`config.mk`:
```
export PLATFORM = sky130hd
export DESIGN_NAME = rally_controller
export DESIGN_NICKNAME = d
export VERILOG_FILES = /design/src/rtl/rally_controller.sv
export SDC_FILE = /design/constraint.sdc
export NUM_CORES = 1
export LEC_CHECK = 0
export CORE_ASPECT_RATIO = 0.8
export CORE_MARGIN = 1.5
export CORE_UTILIZATION = 23
export CTS_BUF_LIST = sky130_fd_sc_hd__clkbuf_16
export DETAILED_ROUTE_END_ITERATION = 16
export GPL_TIMING_DRIVEN = 1
export HOLD_SLACK_MARGIN = 0.15
export PLACE_DENSITY = 0.49
export SLEW_MARGIN = 10
export SYNTH_ARGS = -nofsm -noshare
export SYNTH_HDL_FRONTEND = slang
export SYNTH_SLANG_ARGS = --single-unit
export TNS_END_PERCENT = 30
```
`constraint.sdc`:
```
create_clock -name clk -period 3.8 [get_ports clk]
set_clock_uncertainty 0.2 [all_clocks]
set_input_delay 1.14 -clock clk [delete_from_list [all_inputs] [get_ports clk]]
set_output_delay 1.14 -clock clk [all_outputs]
set_load 0.1 [all_outputs]
```
`src/rtl/rally_controller.sv`:
```
// rally_controller: one tennis rally on a 16-LED court.
// The serve, ball stepping, hit windows at both ends, point scoring and game end
// are all handled here. Every output comes straight from a register.
module rally_controller #(
   parameter int TICK_DIV  = 25_000_000,
   parameter int WIN_SCORE = 7
) (
   input  logic        clk,
   input  logic        rst_n,
   input  logic        serve_btn,
   input  logic        hit_left,
   input  logic        hit_right,
   output logic [15:0] ball_leds,
   output logic [3:0]  ball_pos,
   output logic [3:0]  score_left,
   output logic [3:0]  score_right,
   output logic        server,
   output logic        game_over
);
   localparam int            CW        = (TICK_DIV > 2) ? $clog2(TICK_DIV) : 1;
   localparam logic [CW-1:0] TICK_LAST = CW'(TICK_DIV - 1);
   localparam logic [3:0]    WIN_PTS   = 4'(WIN_SCORE);

   typedef enum logic [2:0] {
      S_SERVE_WAIT,
      S_MOVE_R,
      S_MOVE_L,
      S_POINT,
      S_GAME_OVER
   } state_t;

   state_t        state_q, state_d;
   logic [CW-1:0] cnt_q, cnt_d;
   logic [3:0]    pos_q, pos_d;
   logic [3:0]    score_l_q, score_l_d;
   logic [3:0]    score_r_q, score_r_d;
   logic          server_q, server_d;
   logic          hit_ok_q, hit_ok_d;
   logic          winner_q, winner_d;     // 0 = left won the last point
   logic [15:0]   leds_q, leds_d;
   logic          game_over_q, game_over_d;
   logic          counting;
   logic          tick;

   // Scores stop at 15 instead of wrapping.
   function automatic logic [3:0] sat_inc(input logic [3:0] v);
      return (v == 4'hF) ? v : v + 4'd1;
   endfunction

   assign counting = (state_q == S_MOVE_R) || (state_q == S_MOVE_L) || (state_q == S_POINT);
   assign tick     = counting && (cnt_q == TICK_LAST);

   // Next-state, rally rules, step counter and registered-output values.
   always_comb begin
      state_d     = state_q;
      pos_d       = pos_q;
      score_l_d   = score_l_q;
      score_r_d   = score_r_q;
      server_d    = server_q;
      hit_ok_d    = hit_ok_q;
      winner_d    = winner_q;
      cnt_d       = '0;
      leds_d      = '0;
      game_over_d = 1'b0;

      case (state_q)
         S_SERVE_WAIT: begin
            if (serve_btn) state_d = server_q ? S_MOVE_L : S_MOVE_R;
         end
         S_MOVE_R: begin
            if (tick) begin
               if (pos_q != 4'd15) begin
                  pos_d = pos_q + 4'd1;
               end else if (hit_ok_q || hit_right) begin
                  // A hit landing on the tick still counts as a return.
                  state_d  = S_MOVE_L;
                  pos_d    = 4'd14;
                  hit_ok_d = 1'b0;
               end else begin
                  state_d   = S_POINT;
                  winner_d  = 1'b0;
                  score_l_d = sat_inc(score_l_q);
                  hit_ok_d  = 1'b0;
               end
            end else if (pos_q == 4'd15 && hit_right) begin
               hit_ok_d = 1'b1;
            end
         end
         S_MOVE_L: begin
            if (tick) begin
               if (pos_q != 4'd0) begin
                  pos_d = pos_q - 4'd1;
               end else if (hit_ok_q || hit_left) begin
                  state_d  = S_MOVE_R;
                  pos_d    = 4'd1;
                  hit_ok_d = 1'b0;
               end else begin
                  state_d   = S_POINT;
                  winner_d  = 1'b1;
                  score_r_d = sat_inc(score_r_q);
                  hit_ok_d  = 1'b0;
               end
            end else if (pos_q == 4'd0 && hit_left) begin
               hit_ok_d = 1'b1;
            end
         end
         S_POINT: begin
            if (tick) begin
               if ((winner_q ? score_r_q : score_l_q) >= WIN_PTS) begin
                  state_d = S_GAME_OVER;
               end else begin
                  // The player who lost the point serves next.
                  state_d  = S_SERVE_WAIT;
                  server_d = ~winner_q;
                  pos_d    = winner_q ? 4'd0 : 4'd15;
               end
            end
         end
         S_GAME_OVER: begin
            if (serve_btn) begin
               state_d   = S_SERVE_WAIT;
               score_l_d = '0;
               score_r_d = '0;
               server_d  = 1'b0;
               pos_d     = 4'd0;
            end
         end
         default: state_d = S_SERVE_WAIT;
      endcase

      // Counter restarts on every state entry, including a reversal.
      if (counting && state_d == state_q && !tick) cnt_d = cnt_q + 1'b1;

      if (state_d != S_POINT && state_d != S_GAME_OVER) leds_d = 16'h0001 << pos_d;
      game_over_d = (state_d == S_GAME_OVER);
   end

   // State and output registers with asynchronous reset.
   always_ff @(posedge clk or negedge rst_n) begin
      if (!rst_n) begin
         state_q     <= S_SERVE_WAIT;
         cnt_q       <= '0;
         pos_q       <= 4'd0;
         score_l_q   <= 4'd0;
         score_r_q   <= 4'd0;
         server_q    <= 1'b0;
         hit_ok_q    <= 1'b0;
         winner_q    <= 1'b0;
         leds_q      <= 16'h0001;
         game_over_q <= 1'b0;
      end else begin
         state_q     <= state_d;
         cnt_q       <= cnt_d;
         pos_q       <= pos_d;
         score_l_q   <= score_l_d;
         score_r_q   <= score_r_d;
         server_q    <= server_d;
         hit_ok_q    <= hit_ok_d;
         winner_q    <= winner_d;
         leds_q      <= leds_d;
         game_over_q <= game_over_d;
      end
   end

   assign ball_leds   = leds_q;
   assign ball_pos    = pos_q;
   assign score_left  = score_l_q;
   assign score_right = score_r_q;
   assign server      = server_q;
   assign game_over   = game_over_q;
endmodule

```
; ---- Word-level counts from Yosys, hierarchy flattened
; Index checks and enable logic that the tools add are counted.
[classes]
n_shift = 1
reduce_logical = 23
n_mux = 55
bitwise = 1
n_lt_le_gt_ge = 1
addsub = 5
n_eq_ne = 28
[ops]
columns = op, n
row1 = 2-to-1 mux 4 bit, 20
row2 = adder 25 x 1 -> 25 bit (second input constant), 1
row3 = == test 25 bit (second input constant), 1
row4 = 2-to-1 mux 25 bit, 1
row5 = 2-to-1 mux 3 bit, 8
row6 = inequality test 2 bit (second input constant), 11
row7 = 2-to-1 mux 1 bit, 16
row8 = 2-to-1 mux 16 bit, 1
row9 = case mux 4 bit (2 select lines), 2
row10 = case mux 4 bit (4 select lines), 1
row11 = << shifter 1 x 4 -> 16 bit (first input constant), 1
row12 = case mux 3 bit (5 select lines), 1
row13 = adder 4 x 1 -> 4 bit (second input constant), 3
row14 = == test 4 bit (second input constant), 3
row15 = AND reduction 6 bit, 2
row16 = inequality test 3 x 2 -> 1 bit (second input constant), 3
row17 = inequality test 3 bit (second input constant), 3
row18 = nonzero test 2 bit, 4
row19 = AND reduction 7 bit, 1
row20 = == test 3 x 2 -> 1 bit (second input constant), 2
row21 = == test 3 bit (second input constant), 2
row22 = logical AND 1 bit, 6
row23 = case mux 1 bit (2 select lines), 3
row24 = AND reduction 5 bit, 1
row25 = other kinds (13), 17
[word_totals]
output_inout_bits = 30
word_cells = 124
inputBits = 5
reg_bits = 60

; ---- Logic depth before layout (Yosys ltp)
; Gate-level depths: netlist of the first run.
[depth]
depth_word = 10
ltp_mapped = 9

; ---- Worst setup path after synthesis of the first run
; OpenSTA, ideal clock, no wires.
[synth_path]
kind = flip-flop to flip-flop
startpoint = register pos_q[0] (netlist: ball_pos[0])
endpoint = register leds_q[8] (netlist: ball_leds[8])
path_stages_with_launch = 10
period_less_slack_ps = 3207
path_buffers = 0
slack_ps = 593
t_arrival_ps = 2934
t_required_ps = 3527
path_cell_list = dfrtp_1 -> inv_1 -> ha_1 -> or3b_1 -> or3_1 -> a22oi_1 -> o21ai_0 -> a22o_1 -> or3b_1 -> nor2_1
[synth_lines]
columns = item, line
row1 = start: declaration, 34  ; logic [3:0] pos_q, pos_d;
row2 = start signal: assignment, 154  ; pos_q <= pos_d;
row3 = subtractor 4 x 1 -> 4 bit (tied with other cells), 92  ; pos_d = pos_q - 4'd1;
row4 = "2-to-1 mux 4 bit, on equally long branches", "91, 72"
row5 = "2-to-1 mux 4 bit, on equally long branches", "90, 71"
row6 = case mux 4 bit (4 select lines) (*), 66  ; case (state_q)
row7 = net pos_d[0], 34
row8 = << shifter 1 x 4 -> 16 bit (*), 134  ; if (state_d != S_POINT && state_d != S_GAME_OVER) leds_d = 16'h0001 << pos_d;
row9 = 2-to-1 mux 16 bit (*), 134
row10 = net leds_d[8], 40  ; logic [15:0] leds_q, leds_d;
row11 = end signal: assignment, 160  ; leds_q <= leds_d;
row12 = end: declaration, 40
; The timed path passes the listed nets; every way through them passes the cells marked *.
; A chain may end at the register's enable or synchronous reset.

; ---- Final worst setup path of the first run
[layout_path]
startpoint = input port serve_btn
endpoint = register leds_q[8] (netlist: ball_leds[8])
[layout_between]
elab_chain_cells = 5
[layout_lines]
columns = item, line
row1 = start: declaration, 10  ; input logic serve_btn,
row2 = "2-to-1 mux 3 bit, on equally long branches", "120, 68"
row3 = case mux 3 bit (5 select lines) (*), 66
row4 = net state_d[0], 32  ; state_t state_q, state_d;
row5 = inequality test 3 x 2 -> 1 bit / inequality test 3 bit (equally long branches), 134
row6 = logical AND 1 bit (*), 134
row7 = 2-to-1 mux 16 bit (*), 134
row8 = net leds_d[8], 40
; Marks and branches as above.

==> flow_summary.ini, run 1 <==
[synthesis]
synthTopCellsByCount = dfrtp_1, nor2_1, nand2_1, nand3_1
synthCells = 313
synth_top_area_share_pct = 48.8
ys_top_cells_by_area = dfrtp_1, nor2_1, nand3_1
ys_seq_elements = 60
synth_nets = 323
yosysMostFrequentCell = dfrtp_1
netlist_area_um2 = 3030
yosysTopAreaCell = dfrtp_1
synth.distinct_cells = 57
async_flop_share_pct = 100
synthFlopType = dfrtp_1
synth.avg_cell_area_um2 = 9.67
ys_seq_area_share_pct = 49.6
synth_edf_count = 0
yosys_warnings = 0

[hold_path]
hp-class = reg2reg

[die]
fp.dieH_um = 106
core_region_area_um2 = 12900
design.die.area_um2 = 13900
fp.dieW_um = 131
num_rows = 37
ios = 35
start_util_pct = 23.5

[cells_and_area]
regArea_um2 = 1500
synthToLayoutAreaGrowth_pct = 26.6
layout-drive-gt1-share_pct = 17.9
fin_cells = 538
multi_input_area_um2 = 1460
final_nets = 368
n_fill_cell = 1408
n_antenna_cell = 0
stdcell_area_um2 = 3830

[cts]
post_cts_buffers = 0
cts_max_level = 3
cts_buffers = 9
cts_root_buffer = clkbuf_16
cts_tree = built
cts-resized-gates = 0
cts_sinks = 60
max-clock-path-buffers = 2
clkTransAtPathRegs_ns = 0.05
hold_buffers = 0
worstSkewPairLatency_ns = 0.33

[sta]
rsz0062_at_grt = false
holdWs_ns = 0.308
finalHoldViolations = 0
worst_pin_slew_ns = 0.806
fin_crit_ns = 3.26
slew_viol_final = 0
min_period_over_period_pct = 85.9
fin_setup_tns_ns = 0
setup_viol = 0
max-slew-margin-rel_pct = 45.8
fmax_ghz = 0.306

[power]
leakagePower_nw = 1.67
switching_share_pct = 31.5
p_switching_mw = 0.587
irDropWorstVdd_uv = 829
clkPwrFrac_pct = 44.0
power_mw = 1.86
power.density_nw_per_um2 = 486
power_frac_seq_pct = 39.5
p_comb_share_pct = 16.5
p_int_mw = 1.28

[job]
cap_viol_max_count = 0

[drt]
drc = 0
via_per_inst = 4.60
drt-pass1-iter-count = 4
wl_um = 7570
ant_nets = 0
vias = 2476
wl_per_cell_um = 14.1
drt_iter0_markers = 205

[global_routing]
track_usage_pct = 12.1
grt_overflow_total = 0
antenna_found_initial = 0
grt_pass1_wl_um = 13100
grt_max_degree = 25
grt_pass1_vias = 2434

[setup_path]
crit_type = in2reg
cp_data_arrival_time_ns = 3.33
slowest_stage = clkdlybuf4s50_1
crit_family = compound AO/OA/AOI/OAI gates
path_buf_inv = 1
cp_max_fo = 8
start_kind = input pin
cp-end-kind = flop
cp.required_ns = 3.86
crit_path_max_incr_delay_ns = 0.56
cp_cell_sequence = clkdlybuf4s50_1, nand2b_1, nor4_1, o311ai_0, o21ai_1, a21oi_1, or3b_1, nor2_1

[place]
port_buffers = 34
gp_congestion = 0.803
dpl.hpwl_um = 5350
placed_cells = 522
placed_area_um2 = 3530

[outcome]
status = finished clean
metal layers:
metal	routed length [um]	share of wire, %	vias to the layer above	global-route usage, %
li1	-	-	1216	-
met1	4030	53	1200	17.9
met2	3100	41	51	16.2
met3	374	4.9	9	4.09
met4	69	0.91	0	4.29
met5	0	0	-	0
worst register-to-register path: cells and delay by family, from the launching register on:
| family | cells | cell delay (ns) |
|---|---|---|
| and+or+nand+nor | 4 | 1.45 |
| AOI/OAI and AO/OA | 3 | 0.55 |
| DFF | 1 | 0.45 |
| adders and majority gates | 1 | 0.21 |
| buffers and inverters | 1 | 0.09 |
state kept, by name, indices dropped and copies added (netlist names):
register,count
ball_pos,4
server,1
hit_ok_q,1
winner_q,1
cnt_q,25
score_left,4
game_over,1
state_q,3
ball_leds,16
score_right,4
power groups by stage:
stage               combinational, mW  sequential (mW)  clock, mW
floorplan                       0.106            0.866          0
CTS                             0.312            0.736      0.846
global placement                0.307            0.746          0
detailed placement              0.311            0.746          0
finish                          0.308            0.736      0.819
global route                    0.341            0.747      0.876
layout make-up:
| cell class | instances | share of cell area [%] |
|---|---|---|
| Tap cell | 175 | 5.71 |
| Clock buffer | 9 | 5.87 |
| Multi-Input combinational cell | 238 | 38.2 |
| Inverter | 7 | 0.685 |
| Clock inverter | 7 | 1.99 |
| Sequential cell | 60 | 39.2 |
| Timing Repair Buffer | 42 | 8.36 |
final timing paths:
| kind | start | to | slack, ns | depth (start not counted) |
|---|---|---|---|---|
| max | serve_btn | ball_leds[8]$_DFF_PN0_ | 0.54 | 8 |
| min | cnt_q[0]$_DFF_PN0_ | cnt_q[0]$_DFF_PN0_ | 0.31 | 1 |
| max reg2reg | ball_pos[0]$_DFF_PN0_ | ball_leds[8]$_DFF_PN0_ | 0.78 | 9 |
| min reg2reg | cnt_q[0]$_DFF_PN0_ | cnt_q[0]$_DFF_PN0_ | 0.31 | 1 |
| max in group asynchronous | rst_n | ball_leds[0]$_DFF_PN1_ | 2.07 | 2 |
| min in group asynchronous | rst_n | server$_DFFE_PN0P_ | 0.59 | 1 |
cell usage in the layout, fill, tap and decap left out, types with 2 or more instances in the layout:
master           count
a21oi_1             13
a22oi_1              4
a31oi_1              2
and2_1               2
and3_1               5
and4_1               2
buf_4               38
clkbuf_16            9
clkdlybuf4s50_1      3
clkinv_4             2
clkinvlp_4           2
dfrtp_1             59
ha_1                 5
inv_1                6
nand2_1             23
nand2b_1             4
nand3_1             23
nand4_1              5
nand4bb_1            2
nor2_1              56
nor2b_1              2
nor3_1               7
nor3b_1              2
nor4_1               5
o2111a_1             2
o2111ai_1            2
o211ai_1             2
o21a_1               2
o21ai_0              3
o21ai_1              5
o221ai_1             3
o22ai_1              4
or3_1                3
or3b_1               4
xnor2_1             12
xor2_1              13
cell families after synthesis:
| kind of cell | count (synthesis) | share of synthesized area [%] |
|---|---|---|
| compound gates | 54 | 12.9 |
| simple gates | 153 | 25.7 |
| buf+inv | 15 | 2.02 |
| mux | 1 | 0.372 |
| fa+ha+maj | 5 | 2.07 |
| xor+xnor | 25 | 7.23 |
| flops | 60 | 49.6 |
stage by stage:
stage | worst slack [ns] | utilization [%]
6_report | 0.535 | 29.8
4_1_cts | 0.594 | 29.8
5_1_grt | 0.431 | 29.8
3_5_place_dp | 0.252 | 27.4
2_1_floorplan | 0.593 | -
3_3_place_gp | 0.303 | 27.4
Note: power is estimated with default switching activity, not from simulation.
==> run 2: changes to the inputs <==
--- a/config.mk
+++ b/config.mk
@@ -6,7 +6,6 @@
 export NUM_CORES = 1
 export LEC_CHECK = 0
 export CORE_ASPECT_RATIO = 0.8
-export CORE_MARGIN = 1.5
 export CORE_UTILIZATION = 23
 export CTS_BUF_LIST = sky130_fd_sc_hd__clkbuf_16
 export DETAILED_ROUTE_END_ITERATION = 16
==> run 2 against run 1 <==
Register-to-register slack worse by 0.04 ns; routed wire length shrank 1.1%; first-iteration DRC count shrank 18%; final area is 0.62% higher; critical path type unchanged; largest power group unchanged.
==> flow_summary.ini, run 2 (same netlist as run 1, synthesis figures left out) <==
[place]
gp_congestion = 0.748
port_buffers = 34
dpl.hpwl_um = 5250
preCtsSetupSlack_ns = 0.231

[global_routing]
grt_pass1_vias = 2456
grt_pass1_wl_um = 12800
grt_overflow_total = 0
antenna_found_initial = 0
grt_max_degree = 32
track_usage_pct = 12.4

[die]
design.die.area_um2 = 13600
start_util_pct = 23.5
num_rows = 37
fp.dieW_um = 130
core_region_area_um2 = 12900
fp.dieH_um = 105
ios = 35

[drt]
wl_um = 7490
via_per_inst = 4.66
drt-pass1-iter-count = 4
ant_nets = 0
drc = 0
drt_iter0_markers = 169
wl_per_cell_um = 13.9
vias = 2507

[setup_path]
cp_data_arrival_time_ns = 3.30
cp_max_fo = 8
cp-end-kind = flop
cp.required_ns = 3.86
crit_type = in2reg
start_kind = input pin

[sta]
fin_setup_tns_ns = 0
setup_ws_ns = 0.561
max-slew-margin-rel_pct = 44.7
worst_pin_slew_ns = 0.828
fmax_ghz = 0.309
fin_crit_ns = 3.24
slew_viol_final = 0
setup_viol = 0
min_period_over_period_pct = 85.2
rsz0062_at_grt = false
holdWs_ns = 0.310
finalHoldViolations = 0

[power]
power_frac_seq_pct = 38.0
switching_share_pct = 30.7
power_mw = 1.94
p_switching_mw = 0.594
clkPwrFrac_pct = 46.0
irDropWorstVdd_uv = 520
power.density_nw_per_um2 = 502
p_int_mw = 1.34
p_comb_share_pct = 15.9
leakagePower_nw = 1.67

[cts]
worstSkewPairLatency_ns = 0.34
cts_tree = built
hold_buffers = 0
max-clock-path-buffers = 2
cts_buffers = 9
cts_root_buffer = clkbuf_16
cts_max_level = 3
clkTransAtPathRegs_ns = 0.06
cts-resized-gates = 0
post_cts_buffers = 0
cts_sinks = 60

[cells_and_area]
n_antenna_cell = 0
final_nets = 368
mostFrequentLayoutCell = dfrtp_1
largest_reg_flops = 25
regMostFlops = cnt_q
synthToLayoutAreaGrowth_pct = 27.4
layout-drive-gt1-share_pct = 17.9
layout_common_cells = dfrtp_1, nor2_1, buf_4
finish.utilization_pct = 30.0

[job]
cap_viol_max_count = 0

[hold_path]
hp-class = reg2reg

[outcome]
status = finished clean
[run 2: cell types whose count changed in the layout (fill, tap and decap cells not counted)]
cell,previous run,this run
clkinv_4,2,1
bufinv_16,1,2
clkinvlp_4,2,3
clkinv_2,1,0
[run 2: layer usage]
metal	global-route usage (%)	part of all wire [%]
met1	17.9	52
met2	16.6	41
met3	4.81	5.9
met4	3.41	0.99
met5	0	0
[run 2: worst max-delay path, stage by stage]
cell	delay, ns
clkdlybuf4s50_1	0.54
nand2b_1	0.15
nor4_1	0.05
o311ai_0	0.32
o21ai_1	0.14
a21oi_1	0.37
or3b_1	0.45
nor2_1	0.14
[run 2: per-stage QoR]
stage	std cells	cell area [um2]
final	538	3860
after global routing	538	3860
after CTS	538	3860
after detailed placement	522	3530
after global placement	522	3530
after floorplan	313	3030
[run 2: power by group through the flow]
stage | clock, mW | sequential (mW) | combinational (mW)
6_report | 0.892 | 0.736 | 0.308
5_1_grt | 0.945 | 0.746 | 0.338
4_1_cts | 0.921 | 0.736 | 0.311
3_5_place_dp | 0 | 0.745 | 0.312
3_3_place_gp | 0 | 0.746 | 0.307
2_1_floorplan | 0 | 0.866 | 0.106
[run 2: final timing paths]
| path | from | end | slack (ns) | cells after the start |
|---|---|---|---|---|
| max in group asynchronous | rst_n | cnt_q[3]$_DFF_PN0_ | 2.31 | 2 |
| worst max register to register | ball_pos[0]$_DFF_PN0_ | ball_leds[12]$_DFF_PN0_ | 0.74 | 9 |
| min in group asynchronous | rst_n | score_right[2]$_DFFE_PN0P_ | 0.44 | 1 |
| worst min register to register | cnt_q[0]$_DFF_PN0_ | cnt_q[0]$_DFF_PN0_ | 0.31 | 1 |
| worst max-delay path | serve_btn | ball_leds[12]$_DFF_PN0_ | 0.56 | 8 |
| worst min-delay path | cnt_q[0]$_DFF_PN0_ | cnt_q[0]$_DFF_PN0_ | 0.31 | 1 |
[run 2: cell type report]
| cell class | count | area [um2] |
|---|---|---|
| clock buffer | 9 | 225 |
| multi-input combinational | 238 | 1460 |
| timing repair buffer | 42 | 320 |
| sequential | 60 | 1500 |
| tap | 175 | 219 |
| inverter | 7 | 26.3 |
| fill | 1391 | 9010 |
| clock inverter | 7 | 100 |
